`config.mk`:
```
export PLATFORM = sky130hd
export DESIGN_NAME = grid_mover
export DESIGN_NICKNAME = d
export VERILOG_FILES = /design/src/rtl/grid_mover.sv
export SDC_FILE = /design/constraint.sdc
export NUM_CORES = 1
export LEC_CHECK = 0
export BUFFER_PORTS_ARGS = -buffer_cell sky130_fd_sc_hd__buf_4
export CORE_ASPECT_RATIO = 1.1
export CORE_MARGIN = 5
export CORE_UTILIZATION = 40
export DETAILED_ROUTE_END_ITERATION = 6
export GPL_TIMING_DRIVEN = 0
export HOLD_SLACK_MARGIN = 0.06
export PLACE_DENSITY = 0.63
export SLEW_MARGIN = 20
export SYNTH_ARGS = -nofsm -noshare
export SYNTH_HDL_FRONTEND = slang
export SYNTH_SLANG_ARGS = --single-unit
```
`constraint.sdc`:
```
create_clock -name clock -period 5.5 [get_ports clock]
set_input_delay 0.275 -clock clock [delete_from_list [all_inputs] [get_ports clock]]
set_output_delay 0.275 -clock clock [all_outputs]
set_load 0.1 [all_outputs]
```
`src/rtl/grid_mover.sv`:
```
// grid_mover: moves one sprite across a tile map, one pixel per step_tick.
// Each step can first try a queued turn, then tries a forward move. Both use
// the shared map read port. Turns are taken only when the sprite is
// tile-aligned, except for a reversal, which is taken at any pixel. Eaten dots
// and pellets are written back to the map as empty tiles. A power pellet
// starts an invincibility down-counter that is clocked by step_tick.
//
// Ports
//   clock, reset            system clock, synchronous active-high reset
//   enable, step_tick       movement enable and one-cycle movement strobe
//   dir_req, dir_req_valid  requested direction (0 up, 1 down, 2 left, 3 right)
//   init_x, init_y          spawn pixel, loaded on reset
//   map_rd_en, map_rd_data  map read strobe and returned tile
//                           (0 empty, 1 pellet, 2 dot, 3 wall, other values empty)
//   map_addr_x, map_addr_y  tile address, shared by reads and writes
//   map_wr_en, map_wr_data  map write strobe; the written data is always empty
//   pos_x, pos_y, dir       current pixel position and travel direction
//   invincible              power-pellet timer running
//   dot_eaten, pellet_eaten one-cycle collection pulses
//   busy                    a step is in progress
//
// state        | meaning
// S_IDLE       | waiting for enable & step_tick
// S_TURN_RD    | read the tile one pixel away in the pending direction
// S_TURN_WAIT  | wait out the extra read latency
// S_TURN_CHK   | take the turn if that tile is not a wall
// S_FWD_RD     | read the tile one pixel away in the current direction
// S_FWD_WAIT   | wait out the extra read latency
// S_FWD_CHK    | move unless blocked; note any dot or pellet
// S_CLEAR      | write the eaten tile back as empty
module grid_mover #(
  parameter int COORD_W      = 8,
  parameter int TILE_PX      = 5,
  parameter int MAP_W        = 32,
  parameter int MAP_H        = 24,
  parameter int TIDX_W       = 5,
  parameter int RD_LAT       = 1,
  parameter int INVINC_STEPS = 50
) (
  input  logic               clock,
  input  logic               reset,
  input  logic               enable,
  input  logic               step_tick,
  input  logic [1:0]         dir_req,
  input  logic               dir_req_valid,
  input  logic [COORD_W-1:0] init_x,
  input  logic [COORD_W-1:0] init_y,
  output logic               map_rd_en,
  output logic [TIDX_W-1:0]  map_addr_x,
  output logic [TIDX_W-1:0]  map_addr_y,
  input  logic [2:0]         map_rd_data,
  output logic               map_wr_en,
  output logic [2:0]         map_wr_data,
  output logic [COORD_W-1:0] pos_x,
  output logic [COORD_W-1:0] pos_y,
  output logic [1:0]         dir,
  output logic               invincible,
  output logic               dot_eaten,
  output logic               pellet_eaten,
  output logic               busy
);

  localparam logic [COORD_W-1:0] X_MAX  = COORD_W'(MAP_W * TILE_PX - 1);
  localparam logic [COORD_W-1:0] Y_MAX  = COORD_W'(MAP_H * TILE_PX - 1);
  localparam logic [COORD_W-1:0] TILE_C = COORD_W'(TILE_PX);
  localparam logic [COORD_W-1:0] ONE    = COORD_W'(1);
  localparam int TMR_W     = $clog2(INVINC_STEPS + 1);
  localparam int WAIT_INIT = (RD_LAT > 1) ? RD_LAT - 2 : 0;

  typedef enum logic [2:0] {
    S_IDLE, S_TURN_RD, S_TURN_WAIT, S_TURN_CHK,
    S_FWD_RD, S_FWD_WAIT, S_FWD_CHK, S_CLEAR
  } state_t;

  state_t             state, state_n;
  logic               pend_valid;
  logic [1:0]         pend_dir;
  logic [TMR_W-1:0]   timer;
  logic [1:0]         wait_cnt;
  logic [1:0]         test_dir;
  logic [COORD_W-1:0] tgt_x, tgt_y, src_x, src_y;
  logic               aligned, reversal;
  logic               tile_wall, tile_dot, tile_pellet;

  assign tile_wall   = (map_rd_data == 3'd3);
  assign tile_dot    = (map_rd_data == 3'd2);
  assign tile_pellet = (map_rd_data == 3'd1);
  assign aligned     = ((pos_x % TILE_C) == '0) && ((pos_y % TILE_C) == '0);
  // A reversal flips bit 0 and keeps the axis bit.
  assign reversal    = (pend_dir == {dir[1], ~dir[0]});

  assign test_dir = (state == S_TURN_RD || state == S_TURN_WAIT || state == S_TURN_CHK)
                    ? pend_dir : dir;

  always_comb begin
    tgt_x = pos_x;
    tgt_y = pos_y;
    case (test_dir)
      2'd0:    tgt_y = (pos_y == '0)    ? Y_MAX : pos_y - ONE;
      2'd1:    tgt_y = (pos_y == Y_MAX) ? '0    : pos_y + ONE;
      2'd2:    tgt_x = (pos_x == '0)    ? X_MAX : pos_x - ONE;
      default: tgt_x = (pos_x == X_MAX) ? '0    : pos_x + ONE;
    endcase
  end

  // The write-back happens after pos has moved onto the eaten tile.
  assign src_x      = (state == S_CLEAR) ? pos_x : tgt_x;
  assign src_y      = (state == S_CLEAR) ? pos_y : tgt_y;
  assign map_addr_x = TIDX_W'(src_x / TILE_C);
  assign map_addr_y = TIDX_W'(src_y / TILE_C);
  assign map_wr_data = 3'd0;
  assign busy        = (state != S_IDLE);

  always_ff @(posedge clock) begin
    if (reset) state <= S_IDLE;
    else       state <= state_n;
  end

  always_comb begin
    state_n   = state;
    map_rd_en = 1'b0;
    map_wr_en = 1'b0;
    case (state)
      S_IDLE:
        if (enable && step_tick)
          state_n = (pend_valid && (aligned || reversal)) ? S_TURN_RD : S_FWD_RD;
      S_TURN_RD: begin
        map_rd_en = !reset;
        state_n   = (RD_LAT > 1) ? S_TURN_WAIT : S_TURN_CHK;
      end
      S_TURN_WAIT: if (wait_cnt == 2'd0) state_n = S_TURN_CHK;
      S_TURN_CHK:  state_n = S_FWD_RD;
      S_FWD_RD: begin
        map_rd_en = !reset;
        state_n   = (RD_LAT > 1) ? S_FWD_WAIT : S_FWD_CHK;
      end
      S_FWD_WAIT: if (wait_cnt == 2'd0) state_n = S_FWD_CHK;
      S_FWD_CHK:
        state_n = (!tile_wall && (tile_dot || tile_pellet)) ? S_CLEAR : S_IDLE;
      S_CLEAR: begin
        // Gated so that a reset in this cycle issues no write.
        map_wr_en = !reset;
        state_n   = S_IDLE;
      end
      default: state_n = S_IDLE;
    endcase
  end

  always_ff @(posedge clock) begin
    if (reset) begin
      pos_x        <= init_x;
      pos_y        <= init_y;
      dir          <= 2'd0;
      pend_valid   <= 1'b0;
      pend_dir     <= 2'd0;
      timer        <= '0;
      invincible   <= 1'b0;
      dot_eaten    <= 1'b0;
      pellet_eaten <= 1'b0;
      wait_cnt     <= 2'd0;
    end else begin
      dot_eaten    <= 1'b0;
      pellet_eaten <= 1'b0;

      if (state == S_TURN_RD || state == S_FWD_RD)
        wait_cnt <= 2'(WAIT_INIT);
      else if (state == S_TURN_WAIT || state == S_FWD_WAIT)
        wait_cnt <= wait_cnt - 2'd1;

      if (state == S_TURN_CHK && !tile_wall) begin
        dir        <= pend_dir;
        pend_valid <= 1'b0;
      end

      // A new request is placed after the turn commit, so it wins a tie.
      if (dir_req_valid) begin
        if (dir_req == dir) begin
          pend_valid <= 1'b0;
        end else begin
          pend_valid <= 1'b1;
          pend_dir   <= dir_req;
        end
      end

      if (state == S_FWD_CHK && !tile_wall) begin
        pos_x        <= tgt_x;
        pos_y        <= tgt_y;
        dot_eaten    <= tile_dot;
        pellet_eaten <= tile_pellet;
      end

      // A pellet reload takes precedence over expiry in the same cycle.
      if (state == S_FWD_CHK && tile_pellet) begin
        timer      <= TMR_W'(INVINC_STEPS);
        invincible <= 1'b1;
      end else if (step_tick && timer != '0) begin
        timer <= timer - TMR_W'(1);
        if (timer == TMR_W'(1)) invincible <= 1'b0;
      end
    end
  end

endmodule

```
==> flow_metrics.env <==
export IMPL_grt_max_degree=17
export IMPL_leakagePower_nw=3.10
export IMPL_drcViolationCount=0
export IMPL_routed_via_density=6.16
export IMPL_start_util=0.404
export IMPL_fin_skew_ps=3.44
export IMPL_syn_area_um2=6310
export IMPL_postRouteAntennaNets=0
export IMPL_synth_warnings=0
export IMPL_drive_above_1_share=0.299
export IMPL_dpl_hpwl_um=15400
export IMPL_worst_hold_slack_ps=187
export IMPL_ys_types=115
export IMPL_netSwitchingPower_w=0.00235
export IMPL_grt_pass1_wl_um=32400
export IMPL_synthFlopType="dfxtp_1"
export IMPL_first_iter_violations=826
export IMPL_async_reset_ff_frac=0
export IMPL_cts_hold_buf=0
export IMPL_hp_class="input port to flop"
export IMPL_worstPathMaxFanout=9
export IMPL_cts_buffers=5
export IMPL_die_area_um2=18400
export IMPL_die_h_um=142
export IMPL_use_met2=0.341
export IMPL_cts_htree_levels=2
export IMPL_maxCapViolations=0
export IMPL_crit_type="flop to output pin"
export IMPL_fp_row_count=48
export IMPL_synthCells=842
export IMPL_peakVddDrop_uv=405
export IMPL_cts_root_buf="clkbuf_16"
export IMPL_cts_max_path_buffers=2
export IMPL_clkPwrFrac=0.064
export IMPL_cp_end_kind="output pin"
export IMPL_wl_per_cell_um=18.0
export IMPL_finalCriticalPeriod_ps=5390
export IMPL_cts_tree="done"
export IMPL_grt_met3_usage=0.0226
export IMPL_worstPathArrival_ps=5120
export IMPL_p_comb_frac=0.843
export IMPL_globalplace_congestion=0.936
export IMPL_maxSlewViolCount=0
export IMPL_power_density_nw_per_um2=513
export IMPL_internal_power_w=0.00180
export IMPL_n_fill_cell=1569
export IMPL_start_kind="flop"
export IMPL_core_area_um2=15600
export IMPL_final_hold_viol_count=0
export IMPL_met1_usage=0.304
export IMPL_antenna_found_initial=0
export IMPL_swShare=0.566
export IMPL_multi_input_area_um2=5370
export IMPL_pin_count=63
export IMPL_yosys_area_top_type_share=0.0761
export IMPL_routed_wl_um=20700
export IMPL_reg2reg_depth=18
export IMPL_clk_latency_ps=280
export IMPL_clk_pin_slew_ps=50
export IMPL_fin_crit_sh=0.981
export IMPL_grt_pass1_vias=6299
export IMPL_max_freq_mhz=185
export IMPL_synth_commonest_cells="75 x nand2_1, 58 x nor2_1, 49 x a21oi_1"
export IMPL_yosysSeqAreaShare=0.136
export IMPL_fin_util=0.518
export IMPL_synth_top_cell_by_area="edfxtp_1"
export IMPL_critPathRequiredTime_ps=5220
export IMPL_area_sequential_um2=863
export IMPL_whs_path_depth=2
export IMPL_nets=997
export IMPL_diodes=0
export IMPL_syn_to_final_growth_pct=28.1
export IMPL_status="completed"
export IMPL_p_seq_frac=0.093
export IMPL_grt_overflow_total=0
export IMPL_ys_ff_latch=35
export IMPL_grt_busiest_layer="met2"
export IMPL_first_pass_iters=5
export IMPL_vias=7079
export IMPL_syn_area_per_cell_um2=7.50
export IMPL_dieWidth_um=130
export IMPL_setup_viol=0
export IMPL_cts_num_sinks=35
export IMPL_port_buffers=58
export IMPL_yosysMostFrequentCell="nand2_1"
export IMPL_fin_tns_setup_ps=0
export IMPL_synth_edf_count=16
export IMPL_worst_pin_slew_ps=779
export IMPL_slew_headroom=0.467
export IMPL_groute_usage_overall=0.211
export IMPL_yosys_top_cells_area="edfxtp_1 7.6%, dfxtp_1 6.0%, ha_1 4.6%"
## worst max-delay path, cell delays in order, from the launching register on
cell and delay [ps]:
edfxtp_1 410, buf_4 200, and4bb_1 240, and4_1 210
buf_6 140, nor3_2 260, o21ai_4 90, a22o_2 260
buf_8 140, buf_8 130, buf_4 130, nor4_2 210
nor3_1 90, o22ai_2 140, inv_2 80, ha_4 180
buf_12 120, clkbuf_16 140, a32oi_1 170, o311ai_1 180
a221oi_4 380, and2_4 220, buf_4 120, mux2i_2 250
o221ai_4 150, buf_12 190
## placed cells by master (no fill, tap or decap), types with 6 or more instances in the layout
| cell type | count |
|---|---|
| a21oi_1 | 45 |
| nand2_1 | 68 |
| inv_1 | 25 |
| buf_4 | 103 |
| ha_1 | 17 |
| dfxtp_1 | 17 |
| xnor2_1 | 20 |
| mux2i_1 | 14 |
| and2_4 | 6 |
| and3_1 | 8 |
| o21ai_0 | 47 |
| nor3b_1 | 11 |
| nand2b_1 | 12 |
| a21oi_2 | 6 |
| edfxtp_1 | 16 |
| nor4_1 | 7 |
| nand3_1 | 31 |
| nor2_1 | 57 |
| o21a_1 | 8 |
| nand3b_1 | 8 |
| nor2b_1 | 11 |
| a2111oi_0 | 6 |
| a21o_1 | 9 |
| clkbuf_16 | 7 |
| nor3_1 | 35 |
| a31oi_1 | 8 |
| xor2_1 | 10 |
| nand4_1 | 10 |
| o2111ai_1 | 6 |
| buf_2 | 19 |
| a211oi_1 | 6 |
| ha_4 | 6 |
| o31ai_1 | 7 |
| buf_6 | 17 |
| clkbuf_1 | 16 |
| o211ai_1 | 13 |
| and2_1 | 6 |
| o22ai_1 | 8 |
## flip-flops by register name, summed over array words and instances (netlist names)
signal / cells
pellet_eaten: 1
timer: 6
pos_x: 8
invincible: 1
pend_dir: 2
state: 3
dir: 2
pos_y: 8
wait_cnt: 2
pend_valid: 1
dot_eaten: 1
## per-stage QoR
stage / area, µm² / total power (W) / setup WS (ps) / instances
after floorplan: 6620 / 0.00291 / -834 / 844
after detailed placement: 7300 / 0.00350 / -314 / 1102
after global routing: 8090 / 0.00441 / -38.7 / 1149
after global placement: 7300 / 0.00348 / -295 / 1102
after CTS: 7690 / 0.00389 / 0.193 / 1129
final: 8090 / 0.00415 / 107 / 1149
## routing by layer
metal / up-vias / wire length, µm
met3: 30 / 1450
met2: 302 / 9720
met4: 0 / 301
met1: 3316 / 9270
li1: 3431 / -
met5: - / 0
## cell type report
class / count / share of cell area
Multi-Input combinational cell: 704 / 0.664
Buffer: 72 / 0.0664
Clock buffer: 7 / 0.0164
Timing Repair Buffer: 99 / 0.0998
Inverter: 31 / 0.0153
Sequential cell: 35 / 0.107
Clock inverter: 1 / 0.000619
Tap cell: 200 / 0.0309
## timing repair
item                                    4_1_cts  5_1_grt
endpoints found under the setup margin        2        1
gates cloned                                  0        2
hold endpoints to repair                      0        0
gates resized for setup                      22       46
buffers inserted                             19       20
pin swaps                                     5       17
## worst paths after layout
check,from,to,slack (ps)
max,pos_y[5],map_addr_y[0],110
min,map_rd_data[2],dot_eaten,190
max reg2reg,pos_y[5],state[0],730
min reg2reg,invincible,invincible,460
## cell families (layout without fill, tap and decap cells)
kind of cell	Yosys count	in the layout	share of synthesized area
muxes	27	27	0.0494
and+or+nand+nor	347	347	0.305
other	1	3	0.000594
xor gates and xnor gates	30	30	0.0416
adders and majority gates	24	24	0.0472
buffers and inverters	105	210	0.0880
DFF	35	35	0.136
AOI/OAI and AO/OA	273	273	0.332
## power by group through the flow
stage                     sequential (W)  combinational, W  clock (W)
after floorplan                 0.000504           0.00241          0
after global placement          0.000399           0.00309          0
after detailed placement        0.000399           0.00310          0
after CTS                       0.000385           0.00323   0.000273
after global routing            0.000391           0.00373   0.000287
final                           0.000385           0.00350   0.000267
(Power assumes the default switching activity.)
